==> config.mk <==
export PLATFORM = sky130hd
export DESIGN_NAME = hss_tx_framer
export DESIGN_NICKNAME = d
export VERILOG_FILES = /design/src/rtl/hss_pkg.sv /design/src/rtl/hss_bitslip.sv /design/src/rtl/hss_tx_framer.sv
export SDC_FILE = /design/constraint.sdc
export NUM_CORES = 1
export LEC_CHECK = 0
export ABC_AREA = 1
export BUFFER_PORTS_ARGS = -buffer_cell sky130_fd_sc_hd__buf_2
export CORE_MARGIN = 4
export CORE_UTILIZATION = 56
export DETAILED_ROUTE_END_ITERATION = 10
export PLACE_DENSITY = 0.9
export SLEW_MARGIN = 20
export SYNTH_ARGS = -nofsm -noshare
export SYNTH_HDL_FRONTEND = slang
export SYNTH_SLANG_ARGS = --single-unit
==> constraint.sdc <==
create_clock -name clk -period 1.5 [get_ports clk]
set_input_delay 0.225 -clock clk [delete_from_list [all_inputs] [get_ports clk]]
set_output_delay 0.225 -clock clk [all_outputs]
set_load 0.005 [all_outputs]
==> src/rtl/hss_pkg.sv <==
// hss_pkg: shared widths, framing constants and transmit state type for the HSS link.
package hss_pkg;
  localparam int SER_W = 8;
  localparam logic [SER_W-1:0] SYNC_WORD = 8'h01;
  localparam logic [SER_W-1:0] CLK_WORD = 8'hAA;
  typedef enum logic [1:0] {OFF, TRAIN, DATA} hss_tx_state_t;
endpackage

==> src/rtl/hss_bitslip.sv <==
// hss_bitslip: delays a word stream by k bits using the previous word as history.
module hss_bitslip
  import hss_pkg::*;
(
  input  logic             clk,
  input  logic             rstn,
  input  logic [2:0]       k,
  input  logic [SER_W-1:0] din,
  output logic [SER_W-1:0] dout
);
  logic [SER_W-1:0]   hist_q, hist_d, dout_q, dout_d;
  logic [2*SER_W-1:0] sh;
  always_comb begin
    sh = {din, hist_q} << k;
    dout_d = sh[2*SER_W-1:SER_W];
    hist_d = din;
  end
  always_ff @(posedge clk or negedge rstn) begin
    if (!rstn) begin
      hist_q <= '0;
      dout_q <= '0;
    end else begin
      hist_q <= hist_d;
      dout_q <= dout_d;
    end
  end
  assign dout = dout_q;
endmodule

==> src/rtl/hss_tx_framer.sv <==
// hss_tx_framer: training/data/idle word framer with sync marker and skew injection.
// Optional HSS_TX_STATS_EN adds saturating accepted-data and idle-word counters.
module hss_tx_framer
  import hss_pkg::*;
#(
  parameter int unsigned      TRAIN_WORDS = 64,
  parameter logic [SER_W-1:0] IDLE_WORD   = 8'hBC
) (
  input  logic             clk,
  input  logic             rstn,
  input  logic             en,
  input  logic             train_req,
  input  logic [2:0]       skew,
  input  logic [SER_W-1:0] s_data,
  input  logic             s_valid,
  output logic             s_ready,
  output logic [SER_W-1:0] oq_data,
  output logic [SER_W-1:0] oq_sync,
  output logic [SER_W-1:0] oq_clk,
  output logic             link_up
`ifdef HSS_TX_STATS_EN
  ,
  output logic [31:0]      data_cnt,
  output logic [31:0]      idle_cnt
`endif
);
  hss_tx_state_t    state_q, state_d;
  logic [15:0]      cnt_q, cnt_d;
  logic [2:0]       k_q, k_d;
  logic [SER_W-1:0] word_q, word_d, sync_q, sync_d, clk_q;
  logic             up_q, up_d, enter_train;
  always_comb begin
    state_d = state_q;
    if (!en) state_d = OFF;
    else if (state_q == OFF || train_req) state_d = TRAIN;
    else if (state_q == TRAIN && cnt_q == 16'(TRAIN_WORDS - 1)) state_d = DATA;
    enter_train = en && (state_q == OFF || train_req);
    k_d = enter_train ? skew : k_q;
    cnt_d = enter_train ? 16'd0 : (state_q == TRAIN ? cnt_q + 16'd1 : cnt_q);
    word_d = state_q == TRAIN ? cnt_q[SER_W-1:0] :
             state_q == DATA ? (s_valid ? s_data : IDLE_WORD) : '0;
    sync_d = state_q == OFF ? '0 : SYNC_WORD;
    up_d = state_d == DATA;
  end
  always_ff @(posedge clk or negedge rstn) begin
    if (!rstn) begin
      state_q <= OFF;
      cnt_q   <= '0;
      k_q     <= '0;
      word_q  <= '0;
      sync_q  <= '0;
      clk_q   <= '0;
      up_q    <= 1'b0;
    end else begin
      state_q <= state_d;
      cnt_q   <= cnt_d;
      k_q     <= k_d;
      word_q  <= word_d;
      sync_q  <= sync_d;
      clk_q   <= CLK_WORD;
      up_q    <= up_d;
    end
  end
  // Both streams share k so the sync bit stays on the true word boundary.
  hss_bitslip u_slip_data (.clk(clk), .rstn(rstn), .k(k_q), .din(word_q), .dout(oq_data));
  hss_bitslip u_slip_sync (.clk(clk), .rstn(rstn), .k(k_q), .din(sync_q), .dout(oq_sync));
  assign oq_clk  = clk_q;
  assign s_ready = up_q;
  assign link_up = up_q;
`ifdef HSS_TX_STATS_EN
  logic [31:0] data_cnt_q, data_cnt_d, idle_cnt_q, idle_cnt_d;
  always_comb begin
    data_cnt_d = enter_train ? '0 :
                 (state_q == DATA && s_valid && data_cnt_q != '1) ? data_cnt_q + 32'd1 : data_cnt_q;
    idle_cnt_d = enter_train ? '0 :
                 (state_q == DATA && !s_valid && idle_cnt_q != '1) ? idle_cnt_q + 32'd1 : idle_cnt_q;
  end
  always_ff @(posedge clk or negedge rstn) begin
    if (!rstn) begin
      data_cnt_q <= '0;
      idle_cnt_q <= '0;
    end else begin
      data_cnt_q <= data_cnt_d;
      idle_cnt_q <= idle_cnt_d;
    end
  end
  assign data_cnt = data_cnt_q;
  assign idle_cnt = idle_cnt_q;
`endif
endmodule
* Yosys cells after proc, flatten, opt, wreduce, memory -nomap -nowiden
Index checks and enable logic that the tools add are counted.
** Word-level totals
- Bits in registers :: 57
- Input bits :: 16
- Output and inout port bits :: 26
- Logic and storage cells :: 32
** Operators by class
- Add/sub/neg operators :: 1
- Eq/ne operators :: 4
- Shift-type cells :: 2
- Muxes and demuxes :: 9
- Reduce and logical (&&, ||, !) cells :: 5
** Operators by type and width (count)
- two-way mux 16 bit :: 2
- two-way mux 8 bit :: 3
- adder 16 x 1 -> 16 bit, second input constant :: 1
- == test 16 x 6 -> 1 bit, second input constant :: 1
- << shifter 16 x 3 -> 16 bit :: 1
- << shifter 9 x 3 -> 16 bit :: 1
- two-way mux 2 bit :: 3
- == test 2 bit, second input constant :: 2
- == test 2 x 1 -> 1 bit, second input constant :: 1
- logical AND 1 bit :: 2
- zero test 2 bit :: 1
- nonzero test 2 bit :: 1
- logical OR 1 bit :: 1
- two-way mux 1 bit :: 1

* Depth between registers and ports, before layout
Gate-level depths: netlist (run 1).
- Depth in word-level cells :: 6
- Mapped depth :: 8
- Mapped depth without buffers :: 8

* By module
Synthesis (run 1) repeated with hierarchy kept, for this count alone.
** Second synthesis, totals
- Cells, all modules :: 426
- Area, all modules :: 3281.9 sq um
** Modules (own cells, without submodules)
- hss_tx_framer :: times used 1, cells each 204, area each 1642.8 sq um, sequential area each 800.8 sq um
- hss_bitslip :: times used 2, cells each 111, area each 819.5 sq um, sequential area each 375.4 sq um

* Worst setup path before layout (run 1)
OpenSTA, ideal clock, no wires.
- Path type :: register -> register
- Start :: register k_q[0]
- End :: register u_slip_data.dout_q[7], in the netlist u_slip_data.dout[7]
- Setup time :: 0.136 ns
- Data arrival time :: 1.096 ns
- Required time :: 1.364 ns
- Path slack :: 0.268 ns
- Cell stages (with the launch flop) :: 7
- Buffers on the path :: 1
- Period minus slack after synthesis :: 1.232 ns
- Path through :: dfrtp_1 -> buf_4 -> or2_2 -> o21ai_2 -> nand2_1 -> nand3_1 -> o21ai_0
** On the way
- Word-level cells in the longest chain between the ends :: 1
** RTL lines
- start, declared :: RTL line hss_tx_framer.sv:29 : logic [2:0] k_q, k_d;
- start signal, assigned :: RTL line hss_tx_framer.sv:57 : k_q <= k_d;
- << shifter 16 x 3 -> 16 bit :: RTL line hss_bitslip.sv:14 : sh = {din, hist_q} << k;
- via u_slip_data.sh[15] :: RTL line hss_bitslip.sv:12 : logic [2*SER_W-1:0] sh;
- end signal, assigned :: RTL line hss_bitslip.sv:24 : dout_q <= dout_d;
- end, declared :: RTL line hss_bitslip.sv:11 : logic [SER_W-1:0] hist_q, hist_d, dout_q, dout_d;
The timed path passes the listed nets, and every way through them passes these cells.
A chain may end at the register's enable or synchronous reset.

* Final worst setup path (run 1)
- Start :: register state_q[1]
- End :: register cnt_q[15]
** On the way
- Word-level cells in the longest chain between the ends :: 4
- Elaborated cells on any way between the ends :: 6
- Those cells by class :: eq/ne: 1; mux: 1; reduce/logical: 4
** RTL lines
- start, declared :: RTL line hss_tx_framer.sv:27 : hss_tx_state_t state_q, state_d;
- start signal, assigned :: RTL line hss_tx_framer.sv:55 : state_q <= state_d;
- zero test 2 bit :: RTL line hss_tx_framer.sv:37 : enter_train = en && (state_q == OFF || train_req);
- logical OR 1 bit :: RTL line hss_tx_framer.sv:37
- logical AND 1 bit :: RTL line hss_tx_framer.sv:37
- two-way mux 16 bit or nonzero test 2 bit (tied branches)
- end signal, assigned :: RTL line hss_tx_framer.sv:56 : cnt_q <= cnt_d;
- end, declared :: RTL line hss_tx_framer.sv:28 : logic [15:0] cnt_q, cnt_d;
Parallel ways exist; a longest one is shown, timed or not.

==> out/qor.txt, run 1 <==
Die H -> 76.74 um
Logic pwr share -> 0.169
Max Cap Viol -> 0
total track usage -> 0.1877
Worst R2R Setup Slack -> 0.15 ns
Hold Worst Slack -> 0.1374 ns
Tmin final -> 1.346 ns
diode count -> 0
via count -> 2,176
Clock Power Share -> 0.282
met1 usage -> 0.2109
switching power -> 854.5 uW
chip width -> 76.74 um
routed len/inst -> 12.32 um
GRT overflow -> 0
Syn. warnings -> 0
Worst-Skew Late Latency -> 0.30 ns
Slew Viols, Final -> 0
Post-DP HPWL -> 3.782 mm
Startpoint Class -> flip-flop
Cells after Synth -> 326
num ports -> 42
Seq pwr share -> 0.549
CP Max Fanout -> 10
Setup Skew -> 0.007263 ns
FFs w/ async S/R, synth -> 1.000
CTS clk-pin slew, worst paths -> 0.10 ns
Post-Synthesis Cell Area -> 2646 um^2
initial antenna violation count -> 0
Leak -> 1.553 nW
Std-Cell Rows -> 24
synth top area cells -> dfrtp_1 (52%), nand2_1 (11%), o21ai_0 (7.0%)
WP data required -> 1.71 ns
setup bufs post-CTS -> 0
WL final -> 5.111 mm
Layout Cell Area excl Fill -> 2970 um^2
power per cell area -> 1018 nW/um^2
Tcrit/Tclk final -> 0.8976
area leader, netlist -> dfrtp_1
sw frac -> 0.2825
busiest layer in global routing -> met2
clock sinks -> 55
number of global-route vias before repair -> 2,149
final hold vios -> 0
largest net degree at the start of global routing -> 56
outcome -> completed
highest clock rate -> 0.7427 GHz
number of flops mapped to enable cells by yosys -> 0
drt drc -> 0
antenna viol nets, final -> 0
CP Capture Type -> flip-flop
Vias/cell -> 5.243
CTS tree -> done
initial DRC count -> 105
Core Util, Final -> 0.6639
GPL Wtd Cong -> 0.8836
layout cell share with drive strength beyond 1 -> 0.2149
HP Class -> in2reg
first-pass GRT wire length -> 9.204 mm
critical path class -> reg2reg
VDD IR max -> 0.6690 mV
top cell type's share of synthesized area -> 0.5201
Port Buffers -> 37
Num CTS Buffers -> 5
Internal -> 2.170 mW
Synth cell types -> 28
CTS root buffer -> clkbuf_8
clk buf depth -> 2
Area Growth Syn to Fin -> 12.25%
WP data arrival -> 1.55 ns
Final nets -> 379
initial core utilization -> 0.5914
total power -> 3.025 mW
register bit count reported by yosys -> 55
Placed Area -> 2838 um^2
Pre-Repair DR Iteration Count -> 4
DIE AREA -> 5889 um^2
GRT met3 Usage -> 0.03747
average cell area after synthesis -> 8.117 um^2
Main synth FF type -> dfrtp_1
met2 Use GR -> 0.3423
H-Tree Depth -> 2
post-synthesis sequential area ratio -> 0.5201
core area -> 4474 um^2
Final setup viols -> 0
RSZ-0062 raised after global routing -> true
-- power by group through the flow --
stage                     clock (mW)  combinational [mW]  sequential, mW
after floorplan                    0               0.339            1.68
after global placement             0               0.491            1.68
after detailed placement           0               0.504            1.69
after CTS                      0.874               0.507            1.66
after global routing           0.944               0.584            1.68
final                          0.854               0.510            1.66
-- cell families (layout without fill, tap and decap cells) --
logic type / Yosys count / count (layout) / share of synthesized area
AOI/OAI and AO/OA: 52 / 52 / 0.1017
adders and majority gates: 1 / 1 / 0.004727
buffers and inverters: 54 / 88 / 0.09645
DFF: 55 / 55 / 0.5201
other: 2 / 5 / 0.002838
and+or+nand+nor: 162 / 162 / 0.2742
-- cells in the final DEF (no fill, tap or decap), drive strengths merged --
master	Yosys	routed
clkinvlp	0	1
conb	2	5
dfrtp	55	55
nor2	43	43
or2	6	6
a21oi	7	7
nand3b	1	1
ha	1	1
nand4	1	1
inv	38	38
clkinv	0	1
dlygate4sd3	0	1
o21ai	43	43
o211ai	2	2
nor3	2	2
nand3	26	26
nand2	81	81
buf	14	41
clkbuf	2	6
nor4	2	2
-- cell type report --
class | count | area (um^2)
repair buffers | 42 | 237.7
flip-flops and latches | 55 | 1378
well taps | 52 | 65.06
inverters | 38 | 142.6
clock buffers | 6 | 82.58
clock inverters | 2 | 16.27
fillers | 373 | 1504
multi-input cells | 220 | 1049
-- synth_stat cells, types with 3 or more instances --
cell type / count
or2_2: 6
buf_2: 3
a21oi_1: 7
dfrtp_1: 55
nor2_1: 38
inv_1: 35
inv_2: 3
o21ai_0: 37
buf_4: 10
nand2_2: 3
nor2_2: 4
nand2_1: 76
nand3_1: 25
o21ai_1: 5
-- stage by stage --
step	setup WS [ns]	std cells	setup TNS (ns)
detailed placement	0.08077	406	0
global route	-0.005603	415	-0.008360
floorplan	0.2683	329	0
CTS	0.05877	415	0
finish	0.1536	415	0
global placement	0.1334	406	0
-- sequential cells by signal, summed over array words and instances (netlist names) --
name / cells
cnt_q: 16
k_q: 3
link_up: 1
oq_clk: 1
state_q: 2
sync_q: 1
u_slip_data.dout: 8
u_slip_data.hist_q: 7
u_slip_sync.dout: 8
word_q: 8
-- worst paths after layout --
| path | startpoint | endpoint | cells after the start |
|---|---|---|---|
| max reg2reg | state_q[1] | cnt_q[15] | 8 |
| max in group asynchronous | rstn | k_q[0] | 3 |
| min reg2reg | word_q[7] | u_slip_data.hist_q[7] | 0 |
| min | skew[2] | k_q[2] | 3 |
| max | state_q[1] | cnt_q[15] | 8 |
| min in group asynchronous | rstn | u_slip_data.dout[1] | 3 |
-- routing by layer --
metal,part of all wire,vias to the layer above
li1,-,1088
met1,0.39,1028
met2,0.56,52
met3,0.038,8
met4,0.015,0
met5,0,-
-- timing repair --
item	4_1_cts	5_1_grt
endpoints found under the hold margin	55	0
hold buffers	1	0
gates resized for setup	0	11
setup endpoints to repair	0	13
-- worst max-delay path, stage by stage, from the launching register on --
cell,delay [ns]
dfrtp_1,0.44
inv_2,0.14
nand2_4,0.11
nor2_2,0.17
nand2_4,0.10
nor2_2,0.14
nand2_1,0.06
nand2_1,0.06
nor2_1,0.04
(Power assumes the default switching activity.)
==> run 2, diff against run 1 <==
--- a/config.mk
+++ b/config.mk
@@ -8,9 +8,10 @@
 export ABC_AREA = 1
 export BUFFER_PORTS_ARGS = -buffer_cell sky130_fd_sc_hd__buf_2
 export CORE_MARGIN = 4
-export CORE_UTILIZATION = 56
+export CORE_UTILIZATION = 58
+export CTS_BUF_LIST = sky130_fd_sc_hd__clkbuf_8
 export DETAILED_ROUTE_END_ITERATION = 10
-export PLACE_DENSITY = 0.9
+export PLACE_DENSITY = 0.92
 export SLEW_MARGIN = 20
 export SYNTH_ARGS = -nofsm -noshare
 export SYNTH_HDL_FRONTEND = slang
==> run 2 against run 1 <==
  * Critical path depth unchanged
  * Sequential cell count is the same
  * Total power increased by 9.3%
  * Critical endpoint is now link_up
  * Setup slack worse by 0.059 ns
  * Count of clock-buffer cells in the layout decreased by 1
  * Core utilization rose by 1.9 points
  * Sequential power is essentially flat
  * Critical path type unchanged
  * Final area is 0.76% higher
  * Global-route usage is 1.5 points higher
==> out/qor.txt, run 2 (synthesis gave the netlist of run 1 again) <==
crit path capture -> link_up
Startpoint Class -> flip-flop
leading cell type in the layout, fill and taps excluded -> nand2_1
outcome -> completed
most frequent cells in the layout -> nand2_1 (76), dfrtp_1 (53), nor2_1 (37), buf_2 (37)
Largest Register -> cnt_q
Std-Cell Rows -> 24
Num CTS Buffers -> 5
Worst R2R Setup Slack -> 0.09 ns
Layout Cell Area excl Fill -> 2993 um^2
Reg2Reg Depth -> 8
first-pass GRT wire length -> 8.887 mm
RSZ-0062 raised after global routing -> false
Logic pwr share -> 0.156
diode count -> 0
Post-DP HPWL -> 3.709 mm
CTS tree -> done
Slew Viols, Final -> 0
routed len/inst -> 12.42 um
Placed Area -> 2838 um^2
max reg flops -> 16
clock sinks -> 55
reg2reg start -> cnt_q[0]
power per cell area -> 1105 nW/um^2
DIE AREA -> 5707 um^2
switching power -> 852.4 uW
initial DRC count -> 134
Pre-Repair DR Iteration Count -> 4
final hold vios -> 0
Die H -> 75.55 um
Leak -> 1.562 nW
Tcrit/Tclk final -> 0.9371
RR Endpoint -> link_up
Worst-Skew Late Latency -> 0.31 ns
CP startpoint -> cnt_q[0]
Layout fillers -> 346
Setup Skew -> 0.003880 ns
initial antenna violation count -> 0
critical path class -> reg2reg
clk buf depth -> 2
Area Growth Syn to Fin -> 13.10%
Internal -> 2.453 mW
HP Class -> in2reg
chip width -> 75.55 um
antenna viol nets, final -> 0
initial core utilization -> 0.6036
GPL Wtd Cong -> 0.8662
WP data required -> 1.74 ns
num ports -> 42
sw frac -> 0.2578
Tmin final -> 1.406 ns
Setup TNS Final -> 0 ns
CTS clk-pin slew, worst paths -> 0.09 ns
CP Capture Type -> flip-flop
Port Buffers -> 37
via count -> 2,160
Max Cap Viol -> 0
CTS root buffer -> clkbuf_8
number of global-route vias before repair -> 2,059
WL final -> 5.154 mm
WP data arrival -> 1.65 ns
core area -> 4384 um^2
Final nets -> 379
drt drc -> 0
H-Tree Depth -> 2
highest clock rate -> 0.7114 GHz
CP Max Fanout -> 4
VDD IR max -> 0.5993 mV
Seq pwr share -> 0.503
layout cell share with drive strength beyond 1 -> 0.2039
GRT overflow -> 0
Vias/cell -> 5.205
Core Util, Final -> 0.6826
Clock Power Share -> 0.341
total track usage -> 0.2027
Final setup viols -> 0
largest net degree at the start of global routing -> 56
## run 2: cell types whose count changed in the layout (fill, tap and decap cells not counted), sizes merged
cell	before	now
bufinv	0	2
clkbuf	6	5
clkinv	1	0
clkinvlp	1	0
inv	38	39
## run 2: how the worst min path moves through the flow
stage / slack (ns) / startpoint / end / depth (start not counted)
2_1_floorplan: -0.07 / rstn / cnt_q[0] / 0
3_3_place_gp: 0.24 / rstn / u_slip_data.dout[1] / 2
3_5_place_dp: 0.24 / rstn / u_slip_data.dout[7] / 2
4_1_cts: 0.13 / skew[1] / k_q[1] / 3
5_1_grt: 0.15 / s_data[3] / word_q[3] / 3
6_report: 0.14 / s_data[3] / word_q[3] / 3
## run 2: through the flow
stage / worst slack [ns] / hold WS [ns] / total power [mW] / std cells
after detailed placement: -0.04577 / 0.2393 / 2.196 / 406
after CTS: 0.09653 / 0.1332 / 3.333 / 415
after global routing: 0.0008815 / 0.1487 / 3.497 / 415
after floorplan: 0.2683 / -0.07059 / 2.021 / 329
after global placement: 0.1222 / 0.2376 / 2.177 / 406
final: 0.09435 / 0.1412 / 3.306 / 415
## run 2: cell type report
class / count / area [um^2] / area share
well taps: 52 / 65.06 / 0.02174
clock inverters: 3 / 63.81 / 0.02132
multi-input cells: 220 / 1033 / 0.3453
clock buffers: 5 / 68.82 / 0.02299
flip-flops and latches: 55 / 1379 / 0.4607
repair buffers: 42 / 237.7 / 0.07943
inverters: 38 / 145.1 / 0.04849
## run 2: layer usage
metal / global-route usage / routed length [um] / part of all wire
met5: 0 / 0 / 0
met4: 0.09515 / 149 / 0.029
met3: 0.04222 / 214 / 0.042
met2: 0.3653 / 2803 / 0.54
met1: 0.2279 / 1987 / 0.39
## run 2: power groups by stage
stage | Clock, mW | Sequential (mW) | Combinational [mW]
after floorplan | 0 | 1.68 | 0.339
after global placement | 0 | 1.68 | 0.493
after detailed placement | 0 | 1.69 | 0.509
after CTS | 1.16 | 1.66 | 0.515
after global routing | 1.22 | 1.68 | 0.591
final | 1.13 | 1.66 | 0.517
## run 2: critical path, stage by stage, from the launching register on
cell and delay (ns):
dfrtp_1 0.41, ha_1 0.23, buf_4 0.15, nand3_1 0.08, nor2_1 0.11, nand3_1 0.10
nand2_1 0.08, nand2_1 0.06, nor2_1 0.11
## run 2: timing repair
item                                    CTS  global route
hold buffers                              1             0
endpoints found under the setup margin    1             4
buffers inserted                          0             0
gates resized for setup                   1             6
hold endpoints to repair                 55             0
pin swaps                                 0             0
==> run 3, diff against run 2 <==
--- a/config.mk
+++ b/config.mk
@@ -5,13 +5,12 @@
 export SDC_FILE = /design/constraint.sdc
 export NUM_CORES = 1
 export LEC_CHECK = 0
-export ABC_AREA = 1
 export BUFFER_PORTS_ARGS = -buffer_cell sky130_fd_sc_hd__buf_2
 export CORE_MARGIN = 4
 export CORE_UTILIZATION = 58
 export CTS_BUF_LIST = sky130_fd_sc_hd__clkbuf_8
 export DETAILED_ROUTE_END_ITERATION = 10
-export PLACE_DENSITY = 0.92
+export PLACE_DENSITY = 0.93
 export SLEW_MARGIN = 20
 export SYNTH_ARGS = -nofsm -noshare
 export SYNTH_HDL_FRONTEND = slang
==> run 3 against run 2 <==
  * Sequential power rose by 3%
  * Fmax fell by 3.7%
  * Total power down 0.54%
  * Critical path type unchanged
  * Highest routed layer unchanged
==> out/qor.txt, run 3 <==
total power -> 3.288 mW
clk buf depth -> 2
outcome -> completed
min-delay src -> skew[0]
Slew Viols, Final -> 0
Area Growth Syn to Fin -> 21.34%
initial core utilization -> 0.6154
Syn. warnings -> 0
CP Max Fanout -> 3
Worst-Skew Late Latency -> 0.30 ns
DIE AREA -> 5454 um^2
Core Util, Final -> 0.7468
Min-Delay Endpoint -> k_q[0]
Post-Synthesis Cell Area -> 2515 um^2
area occupied by multi-input gates -> 1092 um^2
GPL Wtd Cong -> 0.9132
Hold Worst Slack -> 0.1090 ns
drt drc -> 0
Cells after Synth -> 239
initial DRC count -> 88
met2 Use GR -> 0.3760
final hold vios -> 0
WL final -> 5.222 mm
CTS tree -> done
FFs w/ async S/R, synth -> 1.000
Main synth FF type -> dfrtp_1
post-synthesis sequential area ratio -> 0.5473
Vias/cell -> 5.636
CTS root buffer -> clkbuf_8
first-pass GRT wire length -> 8.687 mm
met1 usage -> 0.2358
Setup Skew -> 0.003831 ns
slew margin rel. -> 0.6520
via count -> 1,933
Port Buffers -> 37
number of flops mapped to enable cells by yosys -> 0
largest net degree at the start of global routing -> 56
most common cell in the netlist -> dfrtp_1
Final setup viols -> 0
layout cell share with drive strength beyond 1 -> 0.3174
top cell type's share of synthesized area -> 0.5473
num ports -> 42
Final nets -> 309
power per cell area -> 1077 nW/um^2
Place WS -> -0.06700 ns
register area -> 1380 um^2
GRT overflow -> 0
dpl cells -> 333
CP Capture Type -> flip-flop
Layout Cells excl Fill -> 343
worst-margin pin slew -> 0.5220 ns
Pre-Repair DR Iteration Count -> 4
CP peak stage delay -> 0.44 ns
most frequent cells in the layout -> dfrtp_1 (52), buf_2 (37), nand2_1 (28)
WP data required -> 1.73 ns
Std-Cell Rows -> 23
Tmin final -> 1.460 ns
synth cell count leaders -> dfrtp_1 (55), nand2_1 (28), nor2_1 (23)
core area -> 4086 um^2
Final WS setup -> 0.04013 ns
Layout fillers -> 271
HP Class -> in2reg
average cell area after synthesis -> 10.52 um^2
diode count -> 0
critical path class -> reg2reg
highest clock rate -> 0.6850 GHz
leading cell type in the layout, fill and taps excluded -> dfrtp_1
critical path cell sequence -> nand4_4 > or3_4 > or3_1 > a21oi_1
initial antenna violation count -> 0
max reg flops -> 16
Num CTS Buffers -> 5
synth top area cells -> dfrtp_1 (55%), mux2i_1 (4.4%), nand2_1 (4.2%)
busiest layer in global routing -> met2
reg2reg start -> cnt_q[8]
routed len/inst -> 15.22 um
area leader, netlist -> dfrtp_1
Synth cell types -> 37
CTS clk-pin slew, worst paths -> 0.09 ns
total track usage -> 0.2085
Post-DP HPWL -> 3.761 mm
WP data arrival -> 1.69 ns
antenna viol nets, final -> 0
Die H -> 73.85 um
Reg2Reg Depth -> 4
chip width -> 73.85 um
register bit count reported by yosys -> 55
Tcrit/Tclk final -> 0.9732
clock sinks -> 55
Largest Register -> cnt_q
number of global-route vias before repair -> 1,931
GRT met3 Usage -> 0.04241
Leak -> 1.508 nW
CP max stage cell -> dfrtp_1
RR Endpoint -> cnt_q[14]
Max Cap Viol -> 0
VDD IR max -> 0.5542 mV
worst hold path depth -> 3
Worst R2R Setup Slack -> 0.04 ns
H-Tree Depth -> 2
Startpoint Class -> flip-flop
[run 3: changes by cell type in the layout (fill, tap and decap cells not counted), sizes merged, moves of 6 or more]
cell and delta:
mux2i +11, nand3 -20, mux2 +8, xnor2 +7
nand2 -53, buf +19, o21ai -34, nor2 -20
inv -36, nor2b +6, nand2b +9
[run 3: final cells by class]
| cell class | instances | share of cell area |
|---|---|---|
| inverters | 3 | 0.003690 |
| clock buffers | 5 | 0.02255 |
| well taps | 50 | 0.02050 |
| clock inverters | 3 | 0.01435 |
| flip-flops and latches | 55 | 0.4522 |
| repair buffers | 61 | 0.1287 |
| multi-input cells | 166 | 0.3579 |
[run 3: critical path, delay by kind of cell (launching register included)]
kind / cells / cell delay (ns)
compound gates: 1 / 0.13
flops: 1 / 0.44
simple gates: 3 / 0.81
[run 3: cells by family (layout without fill, tap and decap cells)]
family / after synthesis / in the layout / share of synthesized area
AO/OA/AOI/OAI: 34 / 34 / 0.08955
XOR/XNOR: 11 / 11 / 0.03831
adder cells (fa/ha/maj): 1 / 1 / 0.004974
buffers and inverters: 21 / 72 / 0.04776
flip-flops: 55 / 55 / 0.5473
multiplexers: 19 / 19 / 0.07961
other: 2 / 5 / 0.002986
AND/OR/NAND/NOR: 96 / 96 / 0.1896
[run 3: how the worst max path moves through the flow]
stage	to	slack, ns	start
6_report	cnt_q[14]	0.04	cnt_q[8]
5_1_grt	state_q[0]	-0.002	cnt_q[12]
4_1_cts	cnt_q[9]	-0.01	state_q[1]
3_5_place_dp	state_q[0]	-0.07	cnt_q[7]
3_3_place_gp	u_slip_data.dout[7]	0.02	k_q[0]
2_1_floorplan	cnt_q[14]	0.03	cnt_q[6]
[run 3: per-stage QoR]
stage | area (um^2) | setup TNS, ns
final | 3052 | 0
after global routing | 3052 | -0.002205
after CTS | 2999 | -0.01333
after detailed placement | 2855 | -0.1134
after global placement | 2855 | 0
after floorplan | 2526 | 0
[run 3: where the power goes]
group,internal [mW],switching (mW),total (mW),leakage [nW]
clock,0.497,0.467,0.964,0.0581
combinational,0.304,0.313,0.617,0.713
sequential,1.61,0.0977,1.71,0.736
[run 3: layer usage]
metal	vias to the layer above	share of wire
li1	912	-
met3	12	0.063
met4	0	0.026
met1	929	0.39
met5	-	0
met2	80	0.52
[run 3: repair_timing]
| item | 4_1_cts | 5_1_grt |
|---|---|---|
| setup endpoints to repair | 11 | 15 |
| hold buffers | 1 | 0 |
| setup buffers | 0 | 1 |
| resized for setup | 5 | 11 |
| gates cloned | 0 | 0 |
| pin swaps | 1 | 3 |
| hold endpoints to repair | 55 | 0 |
